<file path="config.mk">
export PLATFORM = sky130hd
export DESIGN_NAME = cpu_gen
export DESIGN_NICKNAME = d
export VERILOG_FILES = /design/src/rtl/cpu_gen.sv
export SDC_FILE = /design/constraint.sdc
export NUM_CORES = 1
export LEC_CHECK = 0
export BUFFER_PORTS_ARGS = -buffer_cell sky130_fd_sc_hd__buf_2
export CAP_MARGIN = 5
export CELL_PAD_IN_SITES_DETAIL_PLACEMENT = 1
export CELL_PAD_IN_SITES_GLOBAL_PLACEMENT = 1
export CORE_ASPECT_RATIO = 1.2
export CORE_MARGIN = 2
export CORE_UTILIZATION = 33
export CTS_CLUSTER_DIAMETER = 40
export DETAILED_ROUTE_END_ITERATION = 8
export PLACE_DENSITY = 0.7
export SYNTH_ARGS = -nofsm -noshare
export SYNTH_HDL_FRONTEND = slang
export SYNTH_SLANG_ARGS = --single-unit
</file>
<file path="constraint.sdc">
create_clock -name clk -period 4.65 [get_ports clk]
set_input_delay 0.2325 -clock clk [delete_from_list [all_inputs] [get_ports clk]]
set_output_delay 0.2325 -clock clk [all_outputs]
set_load 0.02 [all_outputs]
</file>
<file path="src/rtl/cpu_gen.sv">
// Multi-cycle accumulator CPU: fetch / argument / memory / write / output states over one shared memory port.
// Reads return data one cycle after mem_re; OUT holds out_valid/out_data until out_ready, then resumes fetching.
module cpu_gen #(
  parameter int DATA_W = 8,
  parameter int ADDR_W = 8
) (
  input  logic              clk,
  input  logic              reset,
  output logic [ADDR_W-1:0] mem_addr,
  output logic              mem_re,
  input  logic [DATA_W-1:0] mem_rdata,
  output logic              mem_we,
  output logic [DATA_W-1:0] mem_wdata,
  output logic [DATA_W-1:0] out_data,
  output logic              out_valid,
  input  logic              out_ready,
  output logic              halted,
  output logic [ADDR_W-1:0] pc,
  output logic              flag_c,
  output logic              flag_z
);

  typedef enum logic [3:0] {
    S_F0, S_F1, S_A0, S_A1, S_M0, S_M1, S_W, S_OUT, S_HALT
  } state_t;

  localparam logic [3:0] OP_LDA = 4'h1;
  localparam logic [3:0] OP_ADD = 4'h2;
  localparam logic [3:0] OP_SUB = 4'h3;
  localparam logic [3:0] OP_STA = 4'h4;
  localparam logic [3:0] OP_LDI = 4'h5;
  localparam logic [3:0] OP_JMP = 4'h6;
  localparam logic [3:0] OP_JC  = 4'h7;
  localparam logic [3:0] OP_JZ  = 4'h8;
  localparam logic [3:0] OP_OUT = 4'h9;
  localparam logic [3:0] OP_HLT = 4'hF;

  state_t              r_state, w_state_nxt;
  logic [ADDR_W-1:0]   r_pc, w_pc_nxt;
  logic [DATA_W-1:0]   r_a, w_a_nxt;
  logic [ADDR_W-1:0]   r_z, w_z_nxt;
  logic [3:0]          r_op, w_op_nxt;
  logic                r_c, w_c_nxt;
  logic                r_zf, w_zf_nxt;

  logic [ADDR_W-1:0]   w_arg;
  logic [ADDR_W-1:0]   w_pc_inc;
  logic [DATA_W-1:0]   w_opnd;
  logic [DATA_W:0]     w_sum;

  // The memory operand (the B value) feeds the adder directly in M1, so no separate copy is stored.
  assign w_arg    = mem_rdata[ADDR_W-1:0];
  assign w_pc_inc = r_pc + ADDR_W'(1);
  assign w_opnd   = (r_op == OP_SUB) ? ~mem_rdata : mem_rdata;
  assign w_sum    = {1'b0, r_a} + {1'b0, w_opnd} + (DATA_W+1)'(r_op == OP_SUB);

  assign mem_wdata = r_a;
  assign out_data  = r_a;
  assign halted    = (r_state == S_HALT);
  assign pc        = r_pc;
  assign flag_c    = r_c;
  assign flag_z    = r_zf;

  always_ff @(posedge clk) begin
    if (reset) begin
      r_state <= S_F0;
      r_pc    <= '0;
      r_a     <= '0;
      r_z     <= '0;
      r_op    <= '0;
      r_c     <= 1'b0;
      r_zf    <= 1'b0;
    end else begin
      r_state <= w_state_nxt;
      r_pc    <= w_pc_nxt;
      r_a     <= w_a_nxt;
      r_z     <= w_z_nxt;
      r_op    <= w_op_nxt;
      r_c     <= w_c_nxt;
      r_zf    <= w_zf_nxt;
    end
  end

  always_comb begin
    w_state_nxt = r_state;
    w_pc_nxt    = r_pc;
    w_a_nxt     = r_a;
    w_z_nxt     = r_z;
    w_op_nxt    = r_op;
    w_c_nxt     = r_c;
    w_zf_nxt    = r_zf;
    mem_addr    = r_pc;
    mem_re      = 1'b0;
    mem_we      = 1'b0;
    out_valid   = 1'b0;

    case (r_state)
      S_F0: begin
        mem_re      = 1'b1;
        w_state_nxt = S_F1;
      end
      S_F1: begin
        w_op_nxt = mem_rdata[3:0];
        w_pc_nxt = w_pc_inc;
        case (mem_rdata[3:0])
          OP_LDA, OP_ADD, OP_SUB, OP_STA,
          OP_LDI, OP_JMP, OP_JC, OP_JZ: w_state_nxt = S_A0;
          OP_OUT:                       w_state_nxt = S_OUT;
          OP_HLT:                       w_state_nxt = S_HALT;
          default:                      w_state_nxt = S_F0;
        endcase
      end
      S_A0: begin
        mem_re      = 1'b1;
        w_state_nxt = S_A1;
      end
      S_A1: begin
        w_z_nxt     = w_arg;
        w_pc_nxt    = w_pc_inc;
        w_state_nxt = S_F0;
        case (r_op)
          OP_JMP: w_pc_nxt = w_arg;
          OP_JC:  if (r_c)  w_pc_nxt = w_arg;
          OP_JZ:  if (r_zf) w_pc_nxt = w_arg;
          OP_LDI: begin
            w_a_nxt  = mem_rdata;
            w_zf_nxt = (mem_rdata == '0);
          end
          OP_LDA, OP_ADD, OP_SUB: w_state_nxt = S_M0;
          OP_STA:                 w_state_nxt = S_W;
          default:                w_state_nxt = S_F0;
        endcase
      end
      S_M0: begin
        mem_addr    = r_z;
        mem_re      = 1'b1;
        w_state_nxt = S_M1;
      end
      S_M1: begin
        if (r_op == OP_LDA) begin
          w_a_nxt  = mem_rdata;
          w_zf_nxt = (mem_rdata == '0);
        end else begin
          w_a_nxt  = w_sum[DATA_W-1:0];
          w_c_nxt  = w_sum[DATA_W];
          w_zf_nxt = (w_sum[DATA_W-1:0] == '0);
        end
        w_state_nxt = S_F0;
      end
      S_W: begin
        mem_addr    = r_z;
        mem_we      = 1'b1;
        w_state_nxt = S_F0;
      end
      S_OUT: begin
        out_valid = 1'b1;
        if (out_ready) w_state_nxt = S_F0;
      end
      S_HALT: w_state_nxt = S_HALT;
      default: w_state_nxt = S_F0;
    endcase

    // A reset cycle must never commit a write or offer output, whatever state it interrupts.
    if (reset) begin
      mem_we    = 1'b0;
      out_valid = 1'b0;
    end
  end

endmodule
</file>
---- After elaboration in Yosys (flattened, before gate mapping) ----
Memory sizes are Yosys's and may differ from the RTL's.
Cells that the tools add are included.
storage, ports and cells
  register bits ........................... 34
  output and inout port bits .............. 38
  logic and storage cells ................. 61
  memories kept ........................... 1
  memory bits (read-only) ................. 64
  input port bits ......................... 11
cells by class
  equality and inequality tests ........... 18
  reductions and logical operators ........ 10
  add/sub/neg operators ................... 3
  bitwise operators ....................... 2
  multiplexer cells ....................... 20
memory list
  memory            words  bits a word  rd ports  clocked after Yosys merged registers in  wr ports  line  RTL
  (name not given)  16     4            1         0                                        0         105   case (mem_rdata[3:0])
operators by type and width
  cell                                            count
  two-way mux 8 bit                               6
  == test 4 x 3 -> 1 bit (second input constant)  8
  case mux 8 bit (2 select lines)                 2
  case mux 4 bit (7 select lines)                 1
  case mux 8 bit (3 select lines)                 1
  == test 4 x 2 -> 1 bit (second input constant)  4
  logical NOT 8 bit                               2
  adder 8 x 8 -> 9 bit                            1
  adder 9 x 1 -> 9 bit                            1
  adder 8 x 1 -> 8 bit (second input constant)    1
  == test 4 x 1 -> 1 bit (second input constant)  2
  == test 4 bit (second input constant)           2
  NOT 8 bit                                       1
  two-way mux 1 bit                               7
  case mux 3 bit (2 select lines)                 1
  OR reduction 3 bit                              2
  logical NOT 4 bit                               1
  two-way mux 4 bit                               1
  AND reduction 2 bit                             2
  nonzero test 2 bit                              2
  != test 2 x 1 -> 1 bit (second input constant)  1
  != test 2 bit (second input constant)           1
  case mux 1 bit (2 select lines)                 1
  OR reduction 2 bit                              1
  NOT 1 bit                                       1

---- Longest topological paths before layout ----
Gate-level depths: netlist of run 1.
  depth in word-level cells ............... 7
  depth in mapped cells ................... 10
  mapped depth without buffers ............ 9

---- Worst setup path before layout of run 1 ----
No wires, ideal clock.
  kind .................................... flip-flop to flip-flop
  start point ............................. reg r_op[3]
  end point ............................... reg r_zf (netlist: flag_z)
  period minus slack after synthesis ...... 2.378 ns
  cell stages (with the launch flop) ...... 11
  arrival time ............................ 2.291 ns
  setup time .............................. 0.087 ns
  setup slack ............................. 2.272 ns
  buffers on the path ..................... 1
  required time ........................... 4.563 ns
  cell sequence ........................... dfxtp_1 nand4bb_1 buf_4 xnor2_1 inv_1 fa_1 nand3b_1 a21boi_0 o2111a_1 nand4bb_1 o31ai_1
between the ends
  word-level cells in the longest chain between the ends .. 7
  elaborated cells between the ends (all ways) .. 11
  classes of those cells .................. add/sub (2); eq/ne (4); mux (3); reduce/logical (2)
RTL lines
  element                          line    RTL
  from (decl)                      42      logic [3:0] r_op, w_op_nxt;
  from (signal assigned)           78      r_op <= w_op_nxt;
  == test 4 x 2 -> 1 bit           54, 55
  two-way mux 8 bit                54      assign w_opnd = (r_op == OP_SUB) ? ~mem_rdata : mem_rdata;
  adder 8 x 8 -> 9 bit             55      assign w_sum = {1'b0, r_a} + {1'b0, w_opnd} + (DATA_W+1)'(r_op == OP_SUB);
  adder 9 x 1 -> 9 bit             55
  logical NOT 8 bit                146     w_zf_nxt = (w_sum[DATA_W-1:0] == '0);
  two-way mux 1 bit                140     if (r_op == OP_LDA) begin
  case mux 1 bit (2 select lines)  97      case (r_state)
  to (signal assigned)             80      r_zf <= w_zf_nxt;
  to (decl)                        44      logic r_zf, w_zf_nxt;
Parallel ways exist; a longest one is shown, timed or not.
A chain may end at the register's enable or synchronous reset.

---- Final worst setup path of run 1 ----
  start point ............................. reg r_op[1]
  end point ............................... reg r_zf (netlist: flag_z)
The elaborated chain is that of the path after synthesis.

==> run_results.csv, run 1 <==
group,metric,value,unit
timing,final_max_slew_viol_count,0,
timing,hold_slack,0.273,ns
setup_path,cp_cell_sequence,"nand4bb_1 -> xnor2_1 -> inv_1 -> fa_1 -> nand3b_1 -> a21boi_0 -> o2111a_1 -> nand4bb_1 -> o31ai_1",
detailed_routing,num_vias,2365,
clocking,clock_sinks,34,
timing,min_period_over_period,0.670,
clocking,path_clk_slew,0.08,ns
floorplan,rows,34,
hold_path,hp-start,"mem_rdata[6]",
clocking,root_buffer,"clkbuf_8",
finish,fin_nets,361,
yosys,syn_area_per_cell,7.90,um^2
placed_design,gp_congestion,0.796,
setup_path,r2r-end,"flag_z$_SDFFE_PP0P_",
job,drv_cap,0,
detailed_routing,wirelength,7050,um
finish,finish.utilization,0.381,
floorplan,initial_utilization,0.340,
placed_design,io_buffers,48,
timing,rsz0062_at_grt,"false",
timing,setup_slack,1.54,ns
yosys,yosysMostFrequentCell,"dfxtp_1",
hold_path,hold_path_class,"input pin to flop",
pwr,p_leak,1.19,nW
clocking,cts_setup_buffers,0,
yosys,synth_ff_type,"dfxtp_1",
yosys,yosysTopAreaCell,"dfxtp_1",
global_route,grt_first_pass_wirelength,11600,um
clocking,cts_buffers,5,
yosys,synth_warnings,0,
run_status,status,"complete, no violations",
setup_path,crit_top_cell,"nand4bb_1",
timing,slew_headroom,0.391,
setup_path,worstSetupPathType,"flop to flop",
hold_path,worstHoldPathCells,3,
floorplan,ioPinCount,49,
clocking,cts-resized-gates,0,
global_route,antenna_found_initial,0,
hold_path,hold_path_end,"mem_wdata[6]$_SDFFE_PP0P_",
yosys,synth.top_cell.area_share,0.275,
timing,layout_min_cycle_time,3.11,ns
floorplan,die_w,83.0,um
timing,hold_viol,0,
timing,worst_slew_pin_slew,0.910,ns
setup_path,timing.reg2reg.worst_path_depth,9,
clocking,htreeDepth,2,
yosys,synth_cells,313,
timing,max_freq,321,MHz
setup_path,rr_startpoint,"r_op[1]$_SDFFE_PP0P_",
timing,finalSetupViolCount,0,
detailed_routing,drcViolationCount,0,
setup_path,startpoint_type,"flop",
floorplan,die_y,98.8,um
finish,drive_above_1_share,0.203,
yosys,synth_fp_nets,335,
detailed_routing,drt_first_pass_iters,4,
setup_path,arrival,3.32,ns
floorplan,core,0.00727,mm^2
placed_design,dp_hpwl,5120,um
global_route,grt_max_degree,38,
pwr,max-vdd-ir-drop,0.0000987,V
yosys,synth_edf_count,0,
detailed_routing,first_iter_violations,74,
yosys,synth-seq-area-share,0.275,
yosys,netlist_top_cells_area,"dfxtp_1, mux2i_1, a21oi_1",
global_route,grt_usage,0.173,
global_route,first_global_vias,2343,
setup_path,required,4.86,ns
clocking,cts_tree,"done",
setup_path,cp_max_fo,9,
placed_design,post-place-ws,1.51,ns
yosys,ys_types,59,
yosys,synth_common_cells,"dfxtp_1, nand2_1, nor2_1, a21oi_1, mux2i_1",
finish,fillerInstances,913,
setup_path,cp_slowest_stage_delay,0.55,ns
finish,insertedDiodeCount,0,
yosys,synthArstFlopShare,0,
detailed_routing,viasPerCell,5.50,
detailed_routing,ant_nets,0,
pwr,finalPower,0.000703,W
floorplan,dieArea,0.00821,mm^2
timing,finClkSkew,0.00921,ns
yosys,netlist_area,0.00247,mm^2
yosys,synth_seq_cells,34,
setup_path,end_kind,"flop",
clocking,cts.path.max_buffers,2,
pwr,p_per_area,253,mW/mm^2
detailed_routing,wl_per_cell,16.4,um
timing,setup_tns,0,ns
setup_path,crit_slowest_cell,"nand4bb_1",
setup_path,regToRegSetupSlack,1.54,ns
global_route,grt_overflow_total,0,
clocking,clk_latency,0.29,ns
clocking,ctsHoldBuffers,0,
finish,syn2layout_area_growth,12.2,%
## placed cells by master, fill, tap and decap left out, drive strengths merged, types with 4 or more instances in the layout
| cell type | instances |
|---|---|
| ha | 10 |
| a31oi | 11 |
| and3 | 4 |
| nor4 | 4 |
| mux2i | 16 |
| mux2 | 4 |
| nand2 | 32 |
| buf | 48 |
| nand3 | 9 |
| nor2 | 31 |
| inv | 12 |
| o21ai | 14 |
| nand3b | 5 |
| o32ai | 4 |
| dfxtp | 34 |
| clkbuf | 5 |
| xnor2 | 8 |
| a21oi | 25 |
## critical path: cells and delay by family (launching register included)
family          cells  cell delay [ns]
simple gates        3             0.88
compound gates      3             0.75
flops               1             0.46
xor+xnor            1             0.42
fa+ha+maj           1             0.42
buf+inv             1             0.10
## per-stage QoR
step / instance area (um^2) / cells
after floorplan: 2470 / 313
after global placement: 2670 / 422
after detailed placement: 2670 / 422
after CTS: 2780 / 430
after global routing: 2780 / 430
final: 2780 / 430
## area by class of cell
type,instances,area [um^2],area share
timing repair buffer,48,240,0.0866
multi-input combinational,238,1590,0.572
sequential,34,681,0.245
inverter,12,45.0,0.0162
tap,90,113,0.0406
clock inverter,3,40.0,0.0144
clock buffer,5,68.8,0.0248
## registers in the layout, summed over array words and instances (netlist names)
name,count
mem_wdata,8
flag_c,1
r_op,4
r_state,4
r_z,8
pc,8
flag_z,1
## worst max-delay path by stage
stage / depth (start not counted) / slack, ns / to / start
6_report: 9 / 1.54 / flag_z$_SDFFE_PP0P_ / r_op[1]$_SDFFE_PP0P_
5_1_grt: 9 / 1.19 / flag_z$_SDFFE_PP0P_ / r_op[1]$_SDFFE_PP0P_
4_1_cts: 9 / 1.50 / flag_z$_SDFFE_PP0P_ / r_op[1]$_SDFFE_PP0P_
3_5_place_dp: 9 / 1.51 / flag_z$_SDFFE_PP0P_ / r_op[1]$_SDFFE_PP0P_
3_3_place_gp: 9 / 1.64 / flag_z$_SDFFE_PP0P_ / r_op[1]$_SDFFE_PP0P_
2_1_floorplan: 10 / 2.27 / flag_z$_SDFFE_PP0P_ / r_op[3]$_SDFFE_PP0P_
## cell families (layout without fill, tap and decap cells)
| logic type | count (synthesis) | count (layout) | share of synthesized area |
|---|---|---|---|
| AND/OR/NAND/NOR | 118 | 118 | 0.253 |
| buffers and inverters | 41 | 68 | 0.0829 |
| AO/OA/AOI/OAI | 79 | 79 | 0.212 |
| XOR/XNOR | 10 | 10 | 0.0354 |
| multiplexers | 20 | 20 | 0.0830 |
| adder cells (fa/ha/maj) | 11 | 11 | 0.0587 |
| flip-flops | 34 | 34 | 0.275 |
## power breakdown
group | internal (W) | switching (W)
combinational | 0.0000429 | 0.0000685
sequential | 0.000300 | 0.0000133
clock | 0.000158 | 0.000120
## routing by layer
metal	vias to the layer above	wire, um	track usage
met5	-	0	0
met4	0	107	0.0467
met3	8	273	0.0251
met2	48	3460	0.306
met1	1146	3200	0.218
li1	1163	-	-
(Power assumes the default switching activity.)
==> run 2: changes to the inputs <==
==> constraint.sdc (replaced) <==
create_clock -name clk -period 2.9 [get_ports clk]
set_input_delay 0.145 -clock clk [delete_from_list [all_inputs] [get_ports clk]]
set_output_delay 0.145 -clock clk [all_outputs]
set_load 0.02 [all_outputs]
==> run 2 against run 1 <==
  * Setup slack got worse by 1.3 ns
  * First-iteration DRC count rose by 19%
  * Clock-buffer cell count did not move
  * Largest power group unchanged
==> run_results.csv, run 2 (synthesis gave the netlist of run 1 again) <==
group,metric,value,unit
global_route,grt_overflow_total,0,
detailed_routing,wl_per_cell,16.0,um
timing,hold_viol,0,
detailed_routing,drt_first_pass_iters,4,
clocking,cts-resized-gates,0,
finish,fillerInstances,899,
finish,fin_nets,367,
clocking,path_clk_slew,0.07,ns
hold_path,hold_path_class,"input pin to flop",
run_status,status,"complete, no violations",
detailed_routing,ant_nets,0,
timing,final_max_slew_viol_count,0,
timing,layout_min_cycle_time,2.65,ns
timing,slew_headroom,0.483,
floorplan,ioPinCount,49,
timing,max_freq,377,MHz
floorplan,dieArea,0.00821,mm^2
floorplan,initial_utilization,0.340,
placed_design,io_buffers,48,
clocking,cts_tree,"done",
setup_path,cp_max_fo,9,
clocking,htreeDepth,2,
setup_path,end_kind,"flop",
finish,insertedDiodeCount,0,
floorplan,core,0.00727,mm^2
setup_path,timing.reg2reg.worst_path_depth,9,
detailed_routing,num_vias,2381,
finish,mostFrequentLayoutCells,"buf_2, dfxtp_1, nand2_1, nor2_1, a21oi_1",
finish,finish.utilization,0.384,
global_route,antenna_found_initial,0,
detailed_routing,viasPerCell,5.47,
timing,worst_slew_pin_slew,0.774,ns
clocking,root_buffer,"clkbuf_8",
detailed_routing,wirelength,6950,um
setup_path,worstSetupPathType,"flop to flop",
finish,drive_above_1_share,0.214,
clocking,cts_setup_buffers,0,
timing,finalSetupViolCount,0,
floorplan,die_y,98.8,um
hold_path,worstHoldPathCells,3,
placed_design,dp_hpwl,5300,um
global_route,first_global_vias,2405,
timing,finClkSkew,0.00813,ns
global_route,grt_usage,0.176,
floorplan,rows,34,
job,drv_cap,0,
global_route,grt_first_pass_wirelength,11900,um
finish,syn2layout_area_growth,12.8,%
clocking,cts_buffers,5,
floorplan,die_w,83.0,um
timing,min_period_over_period,0.915,
clocking,cts.path.max_buffers,2,
global_route,grt_max_degree,38,
detailed_routing,drcViolationCount,0,
placed_design,gp_congestion,0.816,
finish,layout_commonest_cell,"buf_2",
detailed_routing,first_iter_violations,88,
clocking,ctsHoldBuffers,0,
pwr,max-vdd-ir-drop,0.000159,V
setup_path,arrival,2.86,ns
clocking,clk_latency,0.29,ns
timing,rsz0062_at_grt,"false",
timing,setup_tns,0,ns
clocking,clock_sinks,34,
setup_path,regToRegSetupSlack,0.25,ns
setup_path,startpoint_type,"flop",
setup_path,required,3.10,ns
pwr,p_per_area,365,mW/mm^2
pwr,p_leak,1.21,nW
## run 2: cell count changes in the layout (fill, tap and decap cells not counted)
cell and change:
bufinv_16 -1, buf_4 +6
## run 2: path summary, 6_finish.rpt
kind,start,end
max,r_op[3]$_SDFFE_PP0P_,flag_z$_SDFFE_PP0P_
min,out_ready,r_state[0]$_SDFFE_PP0P_
max reg2reg,r_op[3]$_SDFFE_PP0P_,flag_z$_SDFFE_PP0P_
min reg2reg,r_z[0]$_SDFFE_PP0P_,r_z[0]$_SDFFE_PP0P_
## run 2: worst max-delay path, cell delays in order (launching register included)
cell	delay (ns)
dfxtp_1	0.36
nand4bb_1	0.25
buf_4	0.22
xnor2_1	0.22
ha_1	0.35
nor3b_1	0.18
a2111oi_0	0.44
nand3_1	0.16
nand4bb_1	0.20
o31ai_1	0.19
## run 2: where the power goes
group	internal, W	switching (W)
clock	0.000161	0.000174
sequential	0.000481	0.0000201
combinational	0.0000721	0.000111
## run 2: layout make-up
class / instances / area, um^2 / share of cell area
tap: 90 / 113 / 0.0404
multi-input combinational: 238 / 1590 / 0.569
timing repair buffer: 54 / 285 / 0.102
sequential: 34 / 681 / 0.244
inverter: 12 / 45.0 / 0.0161
clock buffer: 5 / 68.8 / 0.0247
clock inverter: 2 / 10.0 / 0.00359
## run 2: per-stage QoR
stage	power, W	worst slack [ns]	cells	instance area, um^2	hold slack, ns
6_report	0.00102	0.246	435	2790	0.181
2_1_floorplan	0.000642	0.522	313	2470	0.292
4_1_cts	0.00103	0.240	435	2790	0.177
3_3_place_gp	0.000691	0.374	428	2710	0.470
5_1_grt	0.00108	0.0600	435	2790	0.182
3_5_place_dp	0.000696	0.281	428	2710	0.488
## run 2: metal layers
metal / global-route usage / wire (um)
met5: 0 / 0
met4: 0.0542 / 107
met3: 0.0251 / 174
met2: 0.311 / 3410
met1: 0.221 / 3260
==> run 3: changes to the inputs <==
--- a/config.mk
+++ b/config.mk
@@ -15,6 +15,7 @@
 export CTS_CLUSTER_DIAMETER = 40
 export DETAILED_ROUTE_END_ITERATION = 8
 export PLACE_DENSITY = 0.7
+export SLEW_MARGIN = 15
 export SYNTH_ARGS = -nofsm -noshare
 export SYNTH_HDL_FRONTEND = slang
 export SYNTH_SLANG_ARGS = --single-unit
==> constraint.sdc (replaced) <==
create_clock -name clk -period 3 [get_ports clk]
set_input_delay 0.15 -clock clk [delete_from_list [all_inputs] [get_ports clk]]
set_output_delay 0.15 -clock clk [all_outputs]
set_load 0.02 [all_outputs]
==> run 3 against run 2 <==
  * Maximum frequency increased by 0.98%
  * Clock-buffer cell count unchanged
  * Non-clock buffer count decreased by 3
  * Worst hold slack improved by 0.0089 ns
  * Wire length increased by 2.4%
  * Critical endpoint unchanged
  * Largest power group unchanged
==> run_results.csv, run 3 (synthesis gave the netlist of run 1 again) <==
group,metric,value,unit
detailed_routing,num_vias,2371,
pwr,p_per_area,388,mW/mm^2
detailed_routing,ant_nets,0,
floorplan,dieArea,0.00821,mm^2
timing,slew_headroom,0.479,
global_route,grt_max_degree,38,
clocking,root_buffer,"clkbuf_8",
timing,layout_min_cycle_time,2.63,ns
timing,finalSetupViolCount,0,
setup_path,arrival,2.84,ns
timing,finClkSkew,0.00616,ns
detailed_routing,first_iter_violations,85,
floorplan,core,0.00727,mm^2
clocking,cts-resized-gates,0,
run_status,status,"complete, no violations",
floorplan,initial_utilization,0.340,
pwr,max-vdd-ir-drop,0.000171,V
clocking,clk_latency,0.29,ns
finish,insertedDiodeCount,0,
placed_design,gp_congestion,0.822,
setup_path,worstSetupPathType,"flop to flop",
global_route,grt_overflow_total,0,
clocking,cts_buffers,5,
floorplan,die_w,83.0,um
placed_design,dp_hpwl,5290,um
clocking,ctsHoldBuffers,0,
clocking,cts_tree,"done",
hold_path,hold_path_class,"input pin to flop",
setup_path,regToRegSetupSlack,0.37,ns
timing,hold_viol,0,
global_route,busiest_layer,"met2",
setup_path,cp_max_fo,11,
floorplan,ioPinCount,49,
floorplan,die_y,98.8,um
setup_path,required,3.21,ns
global_route,use_met2,0.316,
finish,syn2layout_area_growth,13.1,%
global_route,grt.met1_usage,0.229,
global_route,grt_use_met3,0.0285,
detailed_routing,viasPerCell,5.48,
detailed_routing,wl_per_cell,16.4,um
pwr,p_leak,1.20,nW
detailed_routing,wirelength,7120,um
global_route,first_global_vias,2361,
finish,drive_above_1_share,0.210,
finish,fillerInstances,916,
finish,layout_commonest_cell,"buf_2",
clocking,clock_sinks,34,
detailed_routing,drcViolationCount,0,
timing,final_max_slew_viol_count,0,
timing,min_period_over_period,0.876,
setup_path,end_kind,"flop",
finish,finish.utilization,0.385,
clocking,cts.path.max_buffers,2,
clocking,cts_setup_buffers,0,
global_route,antenna_found_initial,0,
timing,worst_slew_pin_slew,0.780,ns
floorplan,rows,34,
timing,rsz0062_at_grt,"false",
placed_design,io_buffers,48,
global_route,grt_first_pass_wirelength,12100,um
timing,setup_tns,0,ns
clocking,htreeDepth,2,
setup_path,startpoint_type,"flop",
finish,fin_nets,364,
job,drv_cap,0,
finish,mostFrequentLayoutCells,"buf_2, dfxtp_1, nand2_1, nor2_1, a21oi_1",
global_route,grt_usage,0.182,
detailed_routing,drt_first_pass_iters,4,
clocking,path_clk_slew,0.07,ns
timing,max_freq,380,MHz
run 3: cell types whose count changed in the layout (fill, tap and decap cells not counted):
cell and delta:
bufinv_16 +1, buf_4 -3
run 3: worst paths after layout:
| kind | startpoint | cells past startpoint | end |
|---|---|---|---|
| setup / recovery | r_op[1]$_SDFFE_PP0P_ | 9 | flag_z$_SDFFE_PP0P_ |
| hold / removal | out_ready | 3 | r_state[0]$_SDFFE_PP0P_ |
| setup reg to reg | r_op[1]$_SDFFE_PP0P_ | 9 | flag_z$_SDFFE_PP0P_ |
| hold reg to reg | r_z[4]$_SDFFE_PP0P_ | 2 | r_z[4]$_SDFFE_PP0P_ |
run 3: layout make-up:
cell class | instances | area (um^2) | area share
multi-input combinational | 238 | 1590 | 0.568
sequential | 34 | 681 | 0.243
timing repair buffer | 51 | 263 | 0.0939
tap | 90 | 113 | 0.0403
clock buffer | 5 | 68.8 | 0.0246
inverter | 12 | 45.0 | 0.0161
clock inverter | 3 | 40.0 | 0.0143
run 3: through the flow:
| stage | hold slack [ns] | cells | setup WS (ns) | instance area, um^2 | total power [W] |
|---|---|---|---|---|---|
| after floorplan | 0.297 | 313 | 0.622 | 2470 | 0.000621 |
| after global placement | 0.470 | 425 | 0.475 | 2690 | 0.000665 |
| after detailed placement | 0.483 | 425 | 0.385 | 2690 | 0.000670 |
| after CTS | 0.188 | 433 | 0.362 | 2800 | 0.00110 |
| after global routing | 0.185 | 433 | 0.0711 | 2800 | 0.00115 |
| final | 0.190 | 433 | 0.372 | 2800 | 0.00109 |
run 3: metal layers:
layer,vias to the layer above,share of wire
met5,-,0
met3,9,0.032
met2,41,0.49
met4,0,0.017
met1,1151,0.46
li1,1170,-
run 3: power breakdown:
group	leakage, nW	internal, W	total (W)	switching (W)
combinational	0.871	0.0000671	0.000173	0.000106
sequential	0.276	0.000464	0.000486	0.0000213
clock	0.0579	0.000245	0.000428	0.000183
total	1.20	0.000776	0.00109	0.000310
run 3: critical path: stages, from the launching register on:
cell       delay (ns)
dfxtp_1          0.46
nand4bb_1        0.18
buf_4            0.22
xnor2_1          0.13
ha_1             0.40
and3b_1          0.23
a2111oi_0        0.36
nand3_1          0.15
nand4bb_1        0.22
o31ai_1          0.19
